[src/rtl/demux1_2_sched_if.sv]
// Handshake bundle between the input word stream, the two output channels and the scheduler.
interface demux1_2_sched_if #(
    parameter int WIDTH = 8
);
    logic             in_valid;
    logic             in_ready;
    logic [WIDTH-1:0] in_data;
    logic             in_dest;
    logic             out0_valid;
    logic             out0_ready;
    logic [WIDTH-1:0] out0_data;
    logic             out1_valid;
    logic             out1_ready;
    logic [WIDTH-1:0] out1_data;

    modport master (
        output in_valid, in_data, in_dest, out0_ready, out1_ready,
        input  in_ready, out0_valid, out0_data, out1_valid, out1_data
    );

    modport slave (
        input  in_valid, in_data, in_dest, out0_ready, out1_ready,
        output in_ready, out0_valid, out0_data, out1_valid, out1_data
    );
endinterface

[src/rtl/demux1_2_sched.sv]
// 1:2 word scheduler: steers each accepted input word into one of two output FIFOs,
// either by per-word destination bit or strict round-robin, with per-channel delivery counters.
module demux1_2_sched #(
    parameter int WIDTH = 8,
    parameter int DEPTH = 4,
    parameter int CNT_W = 8
) (
    input  logic               clk,
    input  logic               rst_n,
    input  logic               mode,
    demux1_2_sched_if.slave    bus,
    output logic [CNT_W-1:0]   cnt0,
    output logic [CNT_W-1:0]   cnt1,
    output logic               busy
);
    localparam int AW = $clog2(DEPTH);
    localparam logic [AW:0] FULL_OCC = DEPTH[AW:0];

    logic                  rr_ptr;
    logic                  tgt;
    logic                  accept;
    logic [1:0]            full;
    logic [1:0]            valid;
    logic [1:0]            push;
    logic [1:0]            pop;
    logic [1:0]            out_ready;
    logic [1:0][WIDTH-1:0] head;

    // Ready depends only on the target FIFO's fill level, never on the consumers.
    assign tgt          = mode ? rr_ptr : bus.in_dest;
    assign bus.in_ready = ~full[tgt];
    assign accept       = bus.in_valid & bus.in_ready;
    assign push         = {accept & tgt, accept & ~tgt};
    assign out_ready    = {bus.out1_ready, bus.out0_ready};
    assign pop          = valid & out_ready;

    for (genvar g = 0; g < 2; g++) begin : g_fifo
        logic [WIDTH-1:0] mem [DEPTH];
        logic [AW-1:0]    wr_ptr;
        logic [AW-1:0]    rd_ptr;
        logic [AW:0]      occ;

        always_ff @(posedge clk or negedge rst_n) begin
            if (!rst_n) begin
                wr_ptr <= '0;
                rd_ptr <= '0;
                occ    <= '0;
            end else begin
                if (push[g]) wr_ptr <= wr_ptr + 1'b1;
                if (pop[g])  rd_ptr <= rd_ptr + 1'b1;
                case ({push[g], pop[g]})
                    2'b10:   occ <= occ + 1'b1;
                    2'b01:   occ <= occ - 1'b1;
                    default: ;
                endcase
            end
        end

        // Storage needs no reset: the head is masked to zero whenever the FIFO is empty.
        always_ff @(posedge clk) begin
            if (push[g]) mem[wr_ptr] <= bus.in_data;
        end

        assign valid[g] = (occ != '0);
        assign full[g]  = (occ == FULL_OCC);
        assign head[g]  = valid[g] ? mem[rd_ptr] : '0;
    end

    always_ff @(posedge clk or negedge rst_n) begin
        if (!rst_n) begin
            rr_ptr <= 1'b0;
            cnt0   <= '0;
            cnt1   <= '0;
        end else begin
            if (accept && mode) rr_ptr <= ~rr_ptr;
            if (pop[0]) cnt0 <= cnt0 + 1'b1;
            if (pop[1]) cnt1 <= cnt1 + 1'b1;
        end
    end

    assign bus.out0_valid = valid[0];
    assign bus.out0_data  = head[0];
    assign bus.out1_valid = valid[1];
    assign bus.out1_data  = head[1];
    assign busy           = |valid;

endmodule

[src/flat_wrapper.sv]
// flat-port wrapper written by rule: the top's interface ports become plain ports
module demux1_2_sched_flat 
#(
    parameter int WIDTH = 8,
    parameter int DEPTH = 4,
    parameter int CNT_W = 8
)
  (clk, rst_n, mode, cnt0, cnt1, busy, bus_in_valid, bus_in_data, bus_in_dest, bus_out0_ready, bus_out1_ready, bus_in_ready, bus_out0_valid, bus_out0_data, bus_out1_valid, bus_out1_data);
  demux1_2_sched_if #(.WIDTH(WIDTH)) bus_i ();
  input  logic clk;
  input  logic rst_n;
  input  logic mode;
  output logic [CNT_W-1:0] cnt0;
  output logic [CNT_W-1:0] cnt1;
  output logic busy;
  input wire logic [$bits(bus_i.in_valid)-1:0] bus_in_valid;
  input wire logic [$bits(bus_i.in_data)-1:0] bus_in_data;
  input wire logic [$bits(bus_i.in_dest)-1:0] bus_in_dest;
  input wire logic [$bits(bus_i.out0_ready)-1:0] bus_out0_ready;
  input wire logic [$bits(bus_i.out1_ready)-1:0] bus_out1_ready;
  output wire logic [$bits(bus_i.in_ready)-1:0] bus_in_ready;
  output wire logic [$bits(bus_i.out0_valid)-1:0] bus_out0_valid;
  output wire logic [$bits(bus_i.out0_data)-1:0] bus_out0_data;
  output wire logic [$bits(bus_i.out1_valid)-1:0] bus_out1_valid;
  output wire logic [$bits(bus_i.out1_data)-1:0] bus_out1_data;
  assign bus_i.in_valid = bus_in_valid;
  assign bus_i.in_data = bus_in_data;
  assign bus_i.in_dest = bus_in_dest;
  assign bus_i.out0_ready = bus_out0_ready;
  assign bus_i.out1_ready = bus_out1_ready;
  assign bus_in_ready = bus_i.in_ready;
  assign bus_out0_valid = bus_i.out0_valid;
  assign bus_out0_data = bus_i.out0_data;
  assign bus_out1_valid = bus_i.out1_valid;
  assign bus_out1_data = bus_i.out1_data;
  demux1_2_sched #(.WIDTH(WIDTH), .DEPTH(DEPTH), .CNT_W(CNT_W)) u_core (.clk(clk), .rst_n(rst_n), .mode(mode), .bus(bus_i), .cnt0(cnt0), .cnt1(cnt1), .busy(busy));
endmodule
[config.mk]
export PLATFORM = sky130hd
export DESIGN_NAME = demux1_2_sched_flat
export DESIGN_NICKNAME = d
export VERILOG_FILES = /design/src/rtl/demux1_2_sched_if.sv /design/src/rtl/demux1_2_sched.sv /design/src/flat_wrapper.sv
export SDC_FILE = /design/constraint.sdc
export NUM_CORES = 1
export LEC_CHECK = 0
export ABC_AREA = 1
export BUFFER_PORTS_ARGS = -buffer_cell sky130_fd_sc_hd__buf_2
export CAP_MARGIN = 10
export CELL_PAD_IN_SITES_DETAIL_PLACEMENT = 1
export CELL_PAD_IN_SITES_GLOBAL_PLACEMENT = 1
export CORE_MARGIN = 5
export CORE_UTILIZATION = 45
export CTS_BUF_LIST = sky130_fd_sc_hd__clkbuf_16
export CTS_CLUSTER_SIZE = 16
export DETAILED_ROUTE_END_ITERATION = 12
export GPL_TIMING_DRIVEN = 1
export PLACE_DENSITY_LB_ADDON = 0.25
export SETUP_SLACK_MARGIN = 0.2
export SYNTH_ARGS = -nofsm -noshare
export SYNTH_HDL_FRONTEND = slang
export SYNTH_SLANG_ARGS = --single-unit
[constraint.sdc]
create_clock -name clk -period 4.6 [get_ports clk]
set_input_delay 0.46 -clock clk [delete_from_list [all_inputs] [get_ports clk]]
set_output_delay 0.46 -clock clk [all_outputs]
set_load 0.01 [all_outputs]
# Word level (Yosys, flattened, before mapping)
# Memory sizes are Yosys's and may differ from the RTL's.
# Cells that the tools add are included.
# totals
reg_bits	31
ramBits	64
inputBits	15
out_inout_bits	36
wordCells	52
n_memories	2
# memory_table
name	words	word_bits	read_ports	rd_clocked_by_memory_dff	wr	line_no	text
u_core.g_fifo[0].mem	4	8	1	0	1	demux1_2_sched.sv:38	logic [WIDTH-1:0] mem [DEPTH];
u_core.g_fifo[1].mem	4	8	1	0	1	demux1_2_sched.sv:38	
# classes
add_sub_neg	10
order_cmp	1
n_eq_ne	6
n_mux	11
n_bitwise	7
n_reduce_logical	6
# op_table
operator	n
adder 8 x 1 -> 8 bit (second input constant)	2
2-to-1 mux 8 bit	2
case mux 3 bit (2 select lines)	2
adder 2 x 1 -> 2 bit (second input constant)	4
2-to-1 mux 1 bit	7
adder 3 x 1 -> 3 bit (second input constant)	2
== test 3 bit (second input constant)	2
nonzero test 3 bit	2
subtractor 3 x 1 -> 3 bit (second input constant)	2
== test 2 x 1 -> 1 bit (second input constant)	2
== test 2 bit (second input constant)	2
nonzero test 2 bit	2
bitwise AND 1 bit	3
inverter 1 bit	3
bitwise AND 2 bit	1
less-than comparator 1 x 2 -> 1 bit (second input constant)	1
OR reduction 2 bit	1
logical AND 1 bit	1

# Longest topological paths before layout
# logic_depth
word_depth	8
mapped_depth	10

# Worst setup path after synthesis
# Ideal clock, no wire load.
# synth_path
path_type	reg2reg
from	register u_core.g_fifo[0].occ[1]
to	register u_core.g_fifo[0].occ[2]
arrival_time_ps	1689
t_required_ps	4469
slack_ps	2780
path_stages_with_launch	10
path_buffers	0
period_less_slack_ps	1820
cell_sequence	dfrtp_1 -> nor2_4 -> nand2_2 -> nand3_4 -> ha_1 -> inv_1 -> fa_1 -> a21oi_1 -> o21ai_0 -> xor2_1
# synth_between
elab_chain_len	8
elab_cells_between_ends	14
# synth_lines
element	line_no	text
start: declaration	demux1_2_sched.sv:41	logic [AW:0] occ;
start signal: assignment	demux1_2_sched.sv:52	2'b10: occ <= occ + 1'b1;
start signal: assignment	demux1_2_sched.sv:53	2'b01: occ <= occ - 1'b1;
== test 3 bit	demux1_2_sched.sv:65	assign full[g] = (occ == FULL_OCC);
2-to-1 mux 1 bit (not written as such) (2 in a row)	demux1_2_sched.sv:31	assign bus.in_ready = ~full[tgt];
inverter 1 bit	demux1_2_sched.sv:31	
bitwise AND 1 bit	demux1_2_sched.sv:32	assign accept = bus.in_valid & bus.in_ready;
bitwise AND 1 bit	demux1_2_sched.sv:33	assign push = {accept & tgt, accept & ~tgt};
== test 2 x 1 -> 1 bit or == test 2 bit (tied branches)	demux1_2_sched.sv:51	case ({push[g], pop[g]})
case mux 3 bit (2 select lines) or nonzero test 2 bit (tied branches)	n/a	
# Several ways; a longest one is shown, not always the timed one. The select of a mux whose other input is x is not followed.
# A chain may end at the register's enable or synchronous reset.

# Final worst setup path
# layout_path
from	register u_core.g_fifo[0].rd_ptr[0]
to	output bus_out0_data[5]
# layout_between
elab_chain_len	2
# layout_lines
element	line_no	text
start: declaration	demux1_2_sched.sv:40	logic [AW-1:0] rd_ptr;
start signal: assignment	demux1_2_sched.sv:50	if (pop[g]) rd_ptr <= rd_ptr + 1'b1;
memory read (4 x 8 bit)	n/a	
2-to-1 mux 8 bit	demux1_2_sched.sv:66	assign head[g] = valid[g] ? mem[rd_ptr] : '0;
end: declaration	flat_wrapper.sv:23	output wire logic [$bits(bus_i.out0_data)-1:0] bus_out0_data;
# No other way between the ends.

==> results.ini <==
[finish]
stdcell_area_um2 = 5030
syn_to_final_growth_pct = 14.8
ff_latch_area_um2 = 2700
drive_gt1_frac = 0.191
nNetsFinal = 492
n_antenna_cell = 0
fin_util = 0.522
n_fill_cell = 1119
multiInputGateArea_um2 = 1420
fin_cells = 600

[global_routing]
overflow = 0
grt_pass1_wl_mm = 16.5
grt_usage = 0.185
grt_antenna_before_repair = 0
grt_pass1_vias = 3259
grt_max_degree = 32

[drt]
drt_iter0_drc = 155
viasPerCell = 5.00
drc = 0
drt_pass1_iterations = 4
ant_nets = 0
drt_wl_total_mm = 10.0
post_drt_wl_per_cell_um = 16.7
num_vias = 3001

[synthesis]
syn_avg_cell_area_um2 = 10.7
synth.distinct_cells = 31
synthSimpleGateAreaFrac = 0.168
synth-seq-area-share = 0.616
synthesis.nets = 440
muxShareOfSynthArea = 0
synth-xor-area-share = 0.0294
ys_warn_count = 0
synth_top_family_by_area = simple AND/OR/NAND/NOR gates
synth_cells = 411
synthAdderAreaFrac = 0.0434
synth-seq-cells = 95
synth_area_um2 = 4380
synth-compound-area-share = 0.0837

[timing]
setup_viol = 0
layout_setup_ws_ns = 2.20
worst_pin_slew_ns = 0.887
slew_headroom = 0.406
fmax_mhz = 417
finalCritPeriodShare = 0.521
fin_crit_ns = 2.40
rsz0062_at_grt = false
maxSlewViolCount = 0
hold_violations = 0
setup-tns-final_ns = 0
whs_ns = 0.183
skew_ns = 0.00535

[clocking]
hold_buffers = 0
clk_latency_ns = 0.33
htreeDepth = 3
clk_pin_slew_worst_paths_ns = 0.06
cts-resized-gates = 0
numClockSinks = 95
postCtsSetupRepairBufs = 0
cts_buffers = 9
cts-root-buf = clkbuf_16
cts_max_path_buffers = 2
cts_tree = done

[floorplanning]
fp.dieArea_um2 = 11800
die_width_um = 109
num_rows = 36
start_util = 0.455
fp.dieH_um = 109
boundaryPins = 51
core_area_um2 = 9640

[min_path]
hp-class = in2async

[place]
place_area_um2 = 4710
dpl.hpwl_mm = 6.82
portBuffers = 50
place_congestion = 0.756
dpl_worst_slack_ns = 2.43
dp_cells = 585

[setup_path]
start_kind = flop
worstSetupPathType = reg2out
cp_slowest_cell = dfrtp_1
r2r_start = u_core.g_fifo[0].occ[1]
worstSetupStartpoint = u_core.g_fifo[0].rd_ptr[0]
endpoint = bus_out0_data[5]
ff2ff_path_depth = 9
required_ns = 4.14
slowest_delay_ns = 0.75
worst-path-buf-inv = 2
critPathMaxFanout = 18
path_cells = inv_2 > o21ai_0 > a21oi_1 > buf_2
cp_num_cells = 4
endpoint_kind = output port
crit_family = flip-flops
r2r-end = u_core.g_fifo[0].occ[2]
regToRegSetupSlack_ns = 2.54
crit_arrival_ns = 1.94

[pwr]
p_per_area_nw_per_um2 = 653
ir_drop_uv = 312
total_power_mw = 3.29
power_leakage_nw = 2.12

[flow_run]
maxCapViolCount = 0

[status]
status = finished, final reports clean

==> flip-flops by register name, summed over array words and instances, names as in the netlist <==
register              cells
u_core.g_fifo.rd_ptr      4
u_core.g_fifo.occ         6
u_core.cnt0               8
u_core.g_fifo.wr_ptr      4
u_core.rr_ptr             1
u_core.cnt1               8
u_core.g_fifo.mem        64
==> cells by family after synthesis <==
group | count (synthesis)
AO/OA/AOI/OAI | 67
adder cells (fa/ha/maj) | 14
flip-flops | 95
buffers and inverters | 55
XOR/XNOR | 13
AND/OR/NAND/NOR | 167
==> how the worst min path moves through the flow <==
stage,from,endpoint,slack (ns),cells after the start
final,rst_n,u_core.cnt1[4],0.18,1
after global routing,rst_n,u_core.cnt1[4],0.22,1
after CTS,rst_n,u_core.cnt1[3],0.21,1
after detailed placement,u_core.cnt1[7],u_core.cnt1[7],0.51,2
after global placement,u_core.rr_ptr,u_core.rr_ptr,0.49,2
after floorplan,rst_n,u_core.cnt0[0],0.16,0
==> synthesized netlist by cell type <==
library cell / n / area, um^2
a21boi_2: 1 / 11.3
a21boi_4: 1 / 18.8
a21oi_1: 18 / 90.1
buf_12: 1 / 20.0
buf_2: 2 / 10.0
buf_4: 3 / 22.5
buf_6: 3 / 33.8
clkinv_1: 1 / 3.75
dfrtp_1: 31 / 776
edfxtp_1: 64 / 1920
fa_1: 2 / 40.0
ha_1: 12 / 150
inv_1: 39 / 146
inv_2: 5 / 18.8
inv_4: 1 / 6.26
nand2_1: 62 / 233
nand2_2: 3 / 18.8
nand2_4: 3 / 33.8
nand3_1: 12 / 60.1
nand3_4: 2 / 35.0
nand3b_1: 2 / 15.0
nand4_1: 1 / 6.26
nor2_1: 77 / 289
nor2_2: 2 / 12.5
nor2_4: 3 / 33.8
o21ai_0: 39 / 195
o21ai_1: 5 / 25.0
o21ai_2: 3 / 26.3
xnor2_1: 4 / 35.0
xor2_1: 7 / 61.3
xor2_2: 2 / 32.5
==> layer usage <==
metal	GRT usage	share of wire	up-vias	wire [um]
li1	-	-	1445	-
met5	0	0	-	0
met1	0.235	0.43	1498	4350
met2	0.320	0.52	51	5230
met3	0.0367	0.035	7	346
met4	0.0595	0.0093	0	93
==> where the power goes <==
part	total (mW)	internal, mW	switching (mW)
clock	0.791	0.481	0.310
combinational	1.19	0.435	0.751
sequential	1.31	1.10	0.214
==> layout by cell type (no fill, tap or decap), drive strengths merged <==
cell type	instances
nand4	1
xnor2	4
nand3	14
nand3b	2
nor2	82
edfxtp	64
clkinvlp	1
fa	2
inv	47
buf	50
clkinv	1
a21oi	18
clkbuf	11
dfrtp	31
o21ai	47
nand2	68
bufinv	1
a21boi	2
ha	12
xor2	9
==> area by class of cell <==
cell class	count	area share
well taps	133	0.0331
multi-input cells	261	0.283
repair buffers	50	0.0497
clock inverters	4	0.00895
inverters	46	0.0348
flip-flops and latches	95	0.536
clock buffers	11	0.0547
(Power assumes the default switching activity.)
